File: src/rtl/alu_pkg.sv
// Shared definitions for the ALU and its two-requester arbiter:
// opcodes, arbiter FSM encoding and the opcode legality check.
package alu_pkg;

  localparam logic [2:0] OP_AND = 3'b000;
  localparam logic [2:0] OP_OR  = 3'b001;
  localparam logic [2:0] OP_ADD = 3'b010;
  localparam logic [2:0] OP_NOR = 3'b100;
  localparam logic [2:0] OP_XOR = 3'b101;
  localparam logic [2:0] OP_SUB = 3'b110;

  typedef enum logic [1:0] {
    ST_IDLE = 2'd0,
    ST_EXEC = 2'd1,
    ST_RESP = 2'd2
  } state_t;

  // 011 and 111 are the only unused encodings.
  function automatic logic op_legal(input logic [2:0] op);
    return op[1:0] != 2'b11;
  endfunction

endpackage

File: src/rtl/Alu.sv
// Combinational ALU: logic ops, add/sub with overflow (signed or carry/borrow
// depending on unsig) and an a<b compare flag.
module Alu
  import alu_pkg::*;
#(
  parameter int W = 32
) (
  input  logic [W-1:0] a,
  input  logic [W-1:0] b,
  input  logic [2:0]   op,
  input  logic         unsig,
  output logic [W-1:0] aluout,
  output logic         overflow,
  output logic         compout
);

  logic         sub;
  logic [W-1:0] b_eff;
  logic [W:0]   sum;

  always_comb begin
    sub      = (op == OP_SUB);
    b_eff    = sub ? ~b : b;
    sum      = {1'b0, a} + {1'b0, b_eff} + {{W{1'b0}}, sub};
    compout  = unsig ? (a < b) : ($signed(a) < $signed(b));
    aluout   = '0;
    overflow = 1'b0;
    case (op)
      OP_AND: aluout = a & b;
      OP_OR:  aluout = a | b;
      OP_NOR: aluout = ~(a | b);
      OP_XOR: aluout = a ^ b;
      OP_ADD, OP_SUB: begin
        aluout = sum[W-1:0];
        // Unsigned: carry out for ADD, borrow (no carry) for SUB.
        overflow = unsig ? (sum[W] ^ sub)
                         : ((a[W-1] == b_eff[W-1]) && (sum[W-1] != a[W-1]));
      end
      default: ;
    endcase
  end

endmodule

File: src/rtl/alu_arbiter.sv
// Round-robin arbiter sharing one Alu between two valid/ready requesters;
// one operation in flight, result returned on a tagged response channel.
module alu_arbiter
  import alu_pkg::*;
#(
  parameter int W     = 32,
  parameter int CNT_W = 16
) (
  input  logic             clk,
  input  logic             rst_n,
  input  logic [1:0]       req_valid,
  output logic [1:0]       req_ready,
  input  logic [W-1:0]     req_a0,
  input  logic [W-1:0]     req_b0,
  input  logic [W-1:0]     req_a1,
  input  logic [W-1:0]     req_b1,
  input  logic [2:0]       req_op0,
  input  logic [2:0]       req_op1,
  input  logic             req_unsig0,
  input  logic             req_unsig1,
  output logic             rsp_valid,
  input  logic             rsp_ready,
  output logic             rsp_id,
  output logic [W-1:0]     rsp_result,
  output logic             rsp_overflow,
  output logic             rsp_compout,
  output logic             rsp_err,
  output logic [CNT_W-1:0] ops_done
);

  state_t           state_reg, state_next;
  logic             prio_reg;
  logic [W-1:0]     a_reg, b_reg;
  logic [2:0]       op_reg;
  logic             unsig_reg, id_reg;
  logic             rsp_id_reg, rsp_ovf_reg, rsp_cmp_reg, rsp_err_reg;
  logic [W-1:0]     rsp_result_reg;
  logic [CNT_W-1:0] ops_done_reg;

  logic             req_any, gnt_id, legal;
  logic [W-1:0]     alu_out;
  logic             alu_ovf, alu_cmp;

  assign req_any = |req_valid;
  assign gnt_id  = req_valid[prio_reg] ? prio_reg : ~prio_reg;
  assign legal   = op_legal(op_reg);

  generate
    for (genvar gi = 0; gi < 2; gi++) begin : g_ready
      localparam logic ID = 1'(gi);
      assign req_ready[gi] = (state_reg == ST_IDLE) && req_valid[gi] && (gnt_id == ID);
    end
  endgenerate

  // Alu inputs come only from the latched operands so they never toggle outside EXEC.
  Alu #(.W(W)) u_alu (
    .a        (a_reg),
    .b        (b_reg),
    .op       (op_reg),
    .unsig    (unsig_reg),
    .aluout   (alu_out),
    .overflow (alu_ovf),
    .compout  (alu_cmp)
  );

  always_comb begin
    state_next = state_reg;
    case (state_reg)
      ST_IDLE: if (req_any) state_next = ST_EXEC;
      ST_EXEC: state_next = ST_RESP;
      ST_RESP: if (rsp_ready) state_next = ST_IDLE;
      default: state_next = ST_IDLE;
    endcase
  end

  always_ff @(posedge clk or negedge rst_n) begin
    if (!rst_n) begin
      state_reg      <= ST_IDLE;
      prio_reg       <= 1'b0;
      a_reg          <= '0;
      b_reg          <= '0;
      op_reg         <= '0;
      unsig_reg      <= 1'b0;
      id_reg         <= 1'b0;
      rsp_id_reg     <= 1'b0;
      rsp_result_reg <= '0;
      rsp_ovf_reg    <= 1'b0;
      rsp_cmp_reg    <= 1'b0;
      rsp_err_reg    <= 1'b0;
      ops_done_reg   <= '0;
    end else begin
      state_reg <= state_next;
      case (state_reg)
        ST_IDLE: if (req_any) begin
          a_reg     <= gnt_id ? req_a1 : req_a0;
          b_reg     <= gnt_id ? req_b1 : req_b0;
          op_reg    <= gnt_id ? req_op1 : req_op0;
          unsig_reg <= gnt_id ? req_unsig1 : req_unsig0;
          id_reg    <= gnt_id;
          prio_reg  <= ~gnt_id;
        end
        ST_EXEC: begin
          rsp_id_reg     <= id_reg;
          rsp_result_reg <= legal ? alu_out : '0;
          rsp_ovf_reg    <= legal & alu_ovf;
          rsp_cmp_reg    <= legal & alu_cmp;
          rsp_err_reg    <= ~legal;
        end
        ST_RESP: if (rsp_ready) ops_done_reg <= ops_done_reg + CNT_W'(1);
        default: ;
      endcase
    end
  end

  assign rsp_valid    = (state_reg == ST_RESP);
  assign rsp_id       = rsp_id_reg;
  assign rsp_result   = rsp_result_reg;
  assign rsp_overflow = rsp_ovf_reg;
  assign rsp_compout  = rsp_cmp_reg;
  assign rsp_err      = rsp_err_reg;
  assign ops_done     = ops_done_reg;

endmodule

File: config.mk
export PLATFORM = sky130hd
export DESIGN_NAME = alu_arbiter
export DESIGN_NICKNAME = d
export VERILOG_FILES = /design/src/rtl/alu_pkg.sv /design/src/rtl/Alu.sv /design/src/rtl/alu_arbiter.sv
export SDC_FILE = /design/constraint.sdc
export NUM_CORES = 1
export LEC_CHECK = 0
export ABC_CLOCK_PERIOD_IN_PS = 10000
export CAP_MARGIN = 15
export CORE_UTILIZATION = 55
export CTS_BUF_LIST = sky130_fd_sc_hd__clkbuf_8
export CTS_CLUSTER_DIAMETER = 120
export DETAILED_ROUTE_END_ITERATION = 12
export DONT_BUFFER_PORTS = 1
export PLACE_DENSITY = 0.7
export SETUP_SLACK_MARGIN = 0.05
export SYNTH_ARGS = -nofsm -noshare
export SYNTH_HDL_FRONTEND = slang
export SYNTH_SLANG_ARGS = --single-unit
File: constraint.sdc
create_clock -name clk -period 10 [get_ports clk]
set_input_delay 2 -clock clk [delete_from_list [all_inputs] [get_ports clk]]
set_output_delay 2 -clock clk [all_outputs]
set_load 0.1 [all_outputs]
==> metrics.txt, run 1 <==
status completed; met1 wire length ~11 mm; Netlist Area Pre-Place 9990 um^2; gr ovfl total 0; Final setup viols 0; max_slew headroom 23.2%; share of cells above drive strength 1 under 10%; Max Used Layer met4; register area share after synthesis 31.1%; Final Routed Wirelength 24.7 mm; initial antenna violation count 0; Worst Path Max Fanout 48; die area 18,700 um^2; count of final hold-check violations 0; Num Clock Sinks approximately 120; Fin Setup TNS 0 ns; largest net degree at the start of global routing roughly 130; met2 wire length between 10 and 15 mm; fin crit share roughly 54%; final core utilization between 60% and 70%; I/O Buffers 0; starting density of the core between 50% and 60%; DR WL met3 1.62 mm; Worst Setup Start Kind input pin; postcts setup bufs 0; Worst-path clk slew 0.08 ns; vias in the first global route about 7,800; RSZ-0062 raised after global routing no; CTS H-tree depth 4; Post-Syn Nets 1,405; Root Driver clkbuf_8; syn_area_per_cell approximately 8.9 um^2; Top FF cell, synth dfrtp_1; ANT nets after route 0; core area around 18,000 um^2; Hold Startpoint id_reg; Worst Hold End rsp_id; number of remaining DRC errors 0; 1st-pass router iterations 9; Max-cap violations 0; share of the synthesized area in the top cell type a little under a third; Max Slew Vio Count 0; EDFF count, synth 0; DR iter-0 viols between 600 and 700; HPWL after DPL between 15 and 20 mm; Post-synth ARST share 100%; clock buffer depth 2; GP Congestion between 0.8 and 0.9; FF-to-FF End rsp_result[26]; Hold Crit Class reg2reg; Synth Warn # 0; most common cell in the netlist inv_1; IO Count 196; Worst Tran Pin Value about 1.1 ns; hold path depth 2; fmax between 150 and 200 MHz; Post-Synthesis Cells roughly 1,100; worst-skew pair later-pin latency between 0.4 and 0.5 ns; Area contributors post-synth dfrtp_1 31%, ha_1 17%, a222oi_1 6.8%; worst setup path category in2out; Routed WL per cell about 19 um; leading area contributor after synthesis dfrtp_1; worst r2r src op_reg[1]; # rows 48; TritonCTS buffer count 17; Die Ht around 140 um; total track usage about 28%; post-cts sizing count 0; worst endpoint required time ~8.0 ns; hold_buf cts 0; vias about 8,200; library cells used by synthesis 60; worst reg2reg setup slack 5.58 ns; synth cell count leaders 155 x inv_1, 136 x ha_1, 124 x dfrtp_1; number of fill cells about 1,600; Die W 137 um; skew final about 0.014 ns; TritonCTS clock tree done; FF-to-FF path depth 15; Total Nets Final 1,372; vias per inst between 6 and 7; critical path endpoint category output port; area post-placement a little over 10,000 um^2; CP arrival approximately 3.4 ns; Antenna diodes 0; fin crit period 5.37 ns; first-pass GRT wire length 39.7 mm; Syn-to-layout area delta 5.48%; Yosys reg bits 124; design area approximately 11,000 um^2
## metrics by stage
step | cells | setup slack (ns) | hold WS, ns
final | 1332 | 4.63 | 0.482
after detailed placement | 1300 | 4.62 | 0.465
after global placement | 1300 | 4.64 | 0.452
after global routing | 1332 | 4.50 | 0.505
after CTS | 1332 | 4.63 | 0.485
after floorplan | 1127 | 4.61 | 0.439
## kinds of logic (layout without fill, tap and decap cells)
family | after synthesis | in the layout | synth area share, %
mux | 32 | 32 | 3.45
buf+inv | 215 | 195 | 8.19
xor+xnor | 78 | 78 | 6.84
simple gates | 211 | 211 | 9.67
fa+ha+maj | 137 | 137 | 17.2
compound gates | 330 | 330 | 23.5
flops | 124 | 124 | 31.1
## layer usage
layer | vias up | track usage, %
met1 | 3948 | 34.5
met2 | 283 | 46.2
met4 | 0 | 9.81
met3 | 48 | 6.30
met5 | - | 0
li1 | 3942 | -
## layout make-up
type                       instances  area, um^2  share of cell area, %
multi-input combinational        788        6100                   57.9
sequential                       124        3110                   29.5
inverter                         155         582                   5.52
tap                              225         282                   2.67
clock buffer                      19         262                   2.48
clock inverter                    13         140                   1.33
timing repair buffer               8        60.1                  0.570
## worst max-delay path, stage by stage
cell     delay (ns)
nand2_1        0.06
a21oi_4        0.55
buf_4          0.74
## how the worst max path moves through the flow
stage,start,end
floorplan,req_valid[1],req_ready[0]
global placement,req_valid[1],req_ready[1]
detailed placement,req_valid[1],req_ready[1]
CTS,req_valid[1],req_ready[1]
global route,req_valid[1],req_ready[1]
finish,req_valid[1],req_ready[1]
## cell usage in the layout (no fill, tap or decap), types with 4 or more instances in the layout
cell / n
ha_1: 136
or2_2: 4
xnor2_1: 61
a222oi_1: 68
clkbuf_8: 19
mux2_2: 19
nand4_1: 10
and2_1: 6
inv_1: 155
a21o_1: 20
nor4_1: 6
a31oi_1: 8
o21a_1: 6
nor2_1: 77
a22oi_1: 9
a21oi_1: 90
dfrtp_1: 122
clkinv_2: 4
mux2i_1: 13
nand2_1: 70
buf_4: 8
a211oi_1: 36
nor3_1: 4
nand3_1: 12
xor2_1: 17
o21bai_1: 10
o21ai_0: 50
Power of run 1 is not shown: default switching activity piles up to over one toggle a cycle in this logic, so the estimate is an artifact.
==> run 2: changes to the inputs <==
--- a/config.mk
+++ b/config.mk
@@ -5,7 +5,7 @@
 export SDC_FILE = /design/constraint.sdc
 export NUM_CORES = 1
 export LEC_CHECK = 0
-export ABC_CLOCK_PERIOD_IN_PS = 10000
+export ABC_CLOCK_PERIOD_IN_PS = 5400
 export CAP_MARGIN = 15
 export CORE_UTILIZATION = 55
 export CTS_BUF_LIST = sky130_fd_sc_hd__clkbuf_8
==> constraint.sdc (replaced) <==
create_clock -name clk -period 5.4 [get_ports clk]
set_input_delay 1.08 -clock clk [delete_from_list [all_inputs] [get_ports clk]]
set_output_delay 1.08 -clock clk [all_outputs]
set_load 0.1 [all_outputs]
==> run 2 against run 1 <==
Against the previous run: final cell count grew 0.23%; clock skew grew 0.0014 ns; non-clock buffer count grew 3.
==> metrics.txt, run 2 (synthesis gave the netlist of run 1 again) <==
Final Routed Wirelength 25.0 mm (was 24.7 mm); fin crit share between 70 and 80%; TritonCTS buffer count 17 (unchanged); ANT nets after route 0 (unchanged); WP buf/inv 2 (was 1); skew final 0.0156 ns (was 0.0142 ns); design area 10,600 um^2 (was 10,500 um^2); number of remaining DRC errors 0 (unchanged); die area 18,700 um^2 (unchanged); count of final hold-check violations 0 (unchanged); Max stage delay cell, worst path fa_1 (was buf_4); Worst Tran Pin Value 1.14 ns (was 1.15 ns); delay-heaviest family, CP compound AO/OA/AOI/OAI gates (was buffers and inverters); 1st-pass router iterations 8 (was 9); share of cells above drive strength 1 7.84% (was 7.59%); clock buffer depth 2 (unchanged); Worst Setup Start Kind register (was input pin); Hold Crit Class in2async (was reg2reg); CTS H-tree depth 4 (unchanged); I/O Buffers 0 (unchanged); Max-cap violations 0 (unchanged); Die Ht 137 um (unchanged); crit-path cells buf_4, nor2b_2, nand2_2, xnor2_1, inv_1, fa_1, nand3b_1, a21o_1, a21oi_1, o211ai_1, o31a_1, o21ai_2, a21oi_1, xor2_1, o21ai_0 (was nand2_1, a21oi_4, buf_4); Worst Path Max Fanout 31 (was 48); Die W 137 um (unchanged); CP arrival 4.31 ns (was 3.37 ns); Num Clock Sinks 124 (unchanged); max_slew headroom 23.8% (was 23.2%); RSZ-0062 raised after global routing no (unchanged); status completed (unchanged); Routed WL per cell 18.7 um (was 18.5 um); area post-placement 10,200 um^2 (was 10,100 um^2); IO Count 196 (unchanged); first-pass GRT wire length 39.0 mm (was 39.7 mm); most common cell after layout, fill and taps aside inv_1 (unchanged); Final setup viols 0 (unchanged); initial antenna violation count 1 (was 0); core area 17,500 um^2 (unchanged); hold_buf cts 0 (unchanged); critical path endpoint category register (was output port); Total Nets Final 1,375 (was 1,372); fin crit period 3.93 ns; placed cell count 1,303 (was 1,300); worst setup path category reg2reg (was in2out); gr ovfl total 0 (unchanged); Worst-path clk slew 0.09 ns (was 0.08 ns); vias per inst 6.10 (was 6.17); # rows 48 (unchanged); GP Congestion 0.942 (was 0.898); post-cts sizing count 0 (unchanged); largest net degree at the start of global routing 125 (unchanged); HPWL after DPL 18.1 mm (was 17.5 mm); TritonCTS clock tree done (unchanged); Syn-to-layout area delta 6.14% (was 5.48%); worst endpoint required time 5.78 ns (was 8.00 ns); Max Slew Vio Count 0 (unchanged); Antenna diodes 0 (unchanged); CP max stage delay 0.42 ns (was 0.74 ns); postcts setup bufs 0 (unchanged); Final Non-Filler Cells 1,335 (was 1,332); Root Driver clkbuf_8 (unchanged); vias 8,141 (was 8,221); starting density of the core 56.9% (unchanged); fmax 254 MHz; vias in the first global route 7,523 (was 7,844); worst-skew pair later-pin latency 0.47 ns (was 0.46 ns); Hold Slack 0.294 ns (was 0.482 ns); most used cell, CP a21oi_1; Fin Setup TNS 0 ns (unchanged); commonest cells after routing, fill and taps aside 155 x inv_1, 136 x ha_1, 122 x dfrtp_1 (unchanged); DR iter-0 viols 732 (was 661); total track usage 27.1% (was 27.5%)
## run 2: cell count changes in the layout (fill, tap and decap cells not counted), sizes merged
cell	delta
bufinv	+2
buf	+3
clkbuf	-2
## run 2: per-layer routing
| metal | share of wire (%) | track usage (%) | vias up | wire length, um |
|---|---|---|---|---|
| li1 | - | - | 3956 | - |
| met2 | 47 | 45.4 | 290 | 11800 |
| met3 | 7.4 | 7.48 | 29 | 1840 |
| met4 | 1.5 | 7.04 | 0 | 369 |
| met1 | 44 | 34.2 | 3866 | 11000 |
| met5 | 0 | 0 | - | 0 |
## run 2: worst reg2reg max path, delay by kind of cell (launching register included)
family          cells  cell delay [ns]
buf+inv             2             0.45
compound gates      7             1.35
fa+ha+maj           1             0.42
simple gates        3             0.80
flops               1             0.32
xor+xnor            2             0.50
## run 2: final timing paths
kind | startpoint | end | slack [ns] | cells past startpoint
max in group asynchronous | rst_n | state_reg[0] | 4.94 | 0
worst min-delay path | rst_n | rsp_result[11] | 0.29 | 0
worst min register to register | id_reg | rsp_id | 0.49 | 2
min in group clk | id_reg | rsp_id | 0.49 | 2
worst max-delay path | op_reg[1] | rsp_result[26] | 1.47 | 15
worst max register to register | op_reg[1] | rsp_result[26] | 1.47 | 15
## run 2: cell type report
cell class                      instances  area, um^2
Tap cell                              225         282
Inverter                              155         582
Clock inverter                         15         211
Multi-Input combinational cell        788        6100
Sequential cell                       124        3110
Fill cell                            1566        6940
Clock buffer                           17         234
Timing Repair Buffer                   11        82.6
## run 2: through the flow
step | setup WS (ns) | utilization, %
floorplan | 1.85 | -
global placement | 1.56 | 57.9
detailed placement | 1.49 | 57.9
CTS | 1.47 | 60.4
global route | 1.07 | 60.4
finish | 1.47 | 60.4
Power of run 2 is left out for the same reason.
==> run 3: changes to the inputs <==
--- a/config.mk
+++ b/config.mk
@@ -5,7 +5,7 @@
 export SDC_FILE = /design/constraint.sdc
 export NUM_CORES = 1
 export LEC_CHECK = 0
-export ABC_CLOCK_PERIOD_IN_PS = 5400
+export ABC_CLOCK_PERIOD_IN_PS = 3800
 export CAP_MARGIN = 15
 export CORE_UTILIZATION = 55
 export CTS_BUF_LIST = sky130_fd_sc_hd__clkbuf_8
==> constraint.sdc (replaced) <==
create_clock -name clk -period 3.8 [get_ports clk]
set_input_delay 0.76 -clock clk [delete_from_list [all_inputs] [get_ports clk]]
set_output_delay 0.76 -clock clk [all_outputs]
set_load 0.1 [all_outputs]
==> run 3 against run 2 <==
Against the previous run: design area rose by 1.2%; maximum frequency up 17%; largest cell class unchanged; clock-buffer cell count increased by 2.
==> metrics.txt, run 3 (synthesis gave the netlist of run 1 again) <==
status completed (unchanged); Syn-to-layout area delta 7.45% (was 6.14%); Worst Setup Start Kind register (unchanged); most used cell, CP a21oi_1 (unchanged); fmax 297 MHz (was 254 MHz); TritonCTS clock tree done (unchanged); initial antenna violation count 0 (was 1); clock buffer depth 2 (unchanged); most common cell after layout, fill and taps aside inv_1 (unchanged); 1st-pass router iterations 7 (was 8); Die W 137 um (unchanged); I/O Buffers 0 (unchanged); Final Routed Wirelength 25.2 mm (was 25.0 mm); postcts setup bufs 0 (unchanged); # rows 48 (unchanged); Worst-path clk slew 0.08 ns (was 0.09 ns); worst-skew pair later-pin latency 0.47 ns (about the same); HPWL after DPL 18.2 mm (was 18.1 mm); max_slew headroom 33.3% (was 23.8%); DR iter-0 viols 622 (was 732); CP arrival 3.74 ns (was 4.31 ns); critical path endpoint category register (unchanged); CP max stage delay 0.42 ns (about the same); Max-cap violations 0 (unchanged); share of cells above drive strength 1 8.99% (was 7.84%); skew final 0.0271 ns (was 0.0156 ns); delay-heaviest family, CP compound AO/OA/AOI/OAI gates (unchanged); RSZ-0062 raised after global routing no (unchanged); worst setup path category reg2reg (unchanged); gr ovfl total 0 (unchanged); IO Count 196 (unchanged); Num Clock Sinks 124 (unchanged); Antenna diodes 0 (unchanged); hold_buf cts 1 (was 0); worst endpoint required time 4.17 ns (was 5.78 ns); Die Ht 137 um (unchanged); Total Nets Final 1,389 (was 1,375); TritonCTS buffer count 17 (unchanged); crit-path cells nor2b_2, nand2_2, xnor2_1, inv_1, fa_1, nand3b_1, a21o_1, a21oi_1, o211ai_1, o31a_1, o21ai_2, xor2_1, a21oi_1, o21ai_0 (was buf_4, nor2b_2, nand2_2, xnor2_1, inv_1, fa_1, nand3b_1, a21o_1, a21oi_1, o211ai_1, o31a_1, o21ai_2, a21oi_1, xor2_1, o21ai_0); Hold Crit Class in2async (unchanged); count of final hold-check violations 0 (unchanged); GP Congestion 0.926 (was 0.942); number of fill cells 1,578 (was 1,566); largest net degree at the start of global routing 125 (unchanged); starting density of the core 56.9% (unchanged); WP buf/inv 1 (was 2); Root Driver clkbuf_8 (unchanged); vias in the first global route 7,790 (was 7,523); ANT nets after route 0 (unchanged); vias 8,217 (was 8,141); core area 17,500 um^2 (unchanged); post-cts sizing count 0 (unchanged); total track usage 27.7% (was 27.1%); number of remaining DRC errors 0 (unchanged); Max Slew Vio Count 0 (unchanged); commonest cells after routing, fill and taps aside 155 x inv_1, 136 x ha_1, 122 x dfrtp_1 (unchanged); Worst Path Max Fanout 9 (was 31); CTS H-tree depth 4 (unchanged); fin crit period 3.37 ns (was 3.93 ns); Worst Tran Pin Value 1.00 ns (was 1.14 ns); Max stage delay cell, worst path fa_1 (unchanged); vias per inst 6.09 (was 6.10); fin crit share 88.6% (was 72.8%); Final setup viols 0 (unchanged); first-pass GRT wire length 39.9 mm (was 39.0 mm); Routed WL per cell 18.7 um (about the same); die area 18,700 um^2 (unchanged); Fin Setup TNS 0 ns (unchanged)
run 3: cell count changes in the layout (fill, tap and decap cells not counted):
cell,change
bufinv_16,-1
clkinv_2,+2
buf_12,+2
clkbuf_8,+2
buf_16,+1
clkinv_4,-2
inv_6,-1
buf_4,+11
run 3: worst paths after layout:
kind | from | slack, ns | to | cells after the start
min in group clk | rsp_ready | 0.43 | state_reg[1] | 1
worst max-delay path | op_reg[0] | 0.43 | rsp_result[22] | 14
worst min-delay path | rst_n | 0.18 | a_reg[7] | 1
max in group asynchronous | rst_n | 2.97 | op_reg[2] | 1
worst max register to register | op_reg[0] | 0.43 | rsp_result[22] | 14
worst min register to register | id_reg | 0.48 | id_reg | 1
run 3: area by class of cell:
type / instances / area [um^2] / share of cell area (%)
Multi-Input combinational cell: 788 / 6100 / 56.9
Sequential cell: 124 / 3110 / 28.9
Inverter: 155 / 582 / 5.42
Tap cell: 225 / 282 / 2.62
Clock buffer: 19 / 262 / 2.44
Timing Repair Buffer: 25 / 233 / 2.17
Clock inverter: 13 / 165 / 1.54
run 3: routing by layer:
layer / GRT usage, % / routed length (um) / up-vias
met5: 0 / 0 / -
met4: 9.38 / 603 / 0
met3: 6.41 / 1450 / 47
met2: 46.1 / 11900 / 245
met1: 35.1 / 11300 / 3938
li1: - / - / 3987
run 3: worst register-to-register path, stage by stage (launching register included):
cell and delay [ns]:
dfrtp_2 0.41, nor2b_2 0.14, nand2_2 0.20, xnor2_1 0.25
inv_1 0.09, fa_1 0.42, nand3b_1 0.19, a21o_1 0.18
a21oi_1 0.13, o211ai_1 0.21, o31a_1 0.38, o21ai_2 0.24
xor2_1 0.22, a21oi_1 0.09, o21ai_0 0.16
run 3: metrics by stage:
stage	util (%)	worst slack (ns)	cell area, um^2	instances	hold slack [ns]
global route	61.2	0.251	10700	1349	0.247
finish	61.2	0.434	10700	1349	0.183
detailed placement	58.6	0.461	10300	1316	0.466
CTS	61.2	0.450	10700	1349	0.274
global placement	58.6	0.543	10300	1316	0.456
floorplan	-	0.367	9990	1127	0.439
Power of run 3 is left out for the same reason.
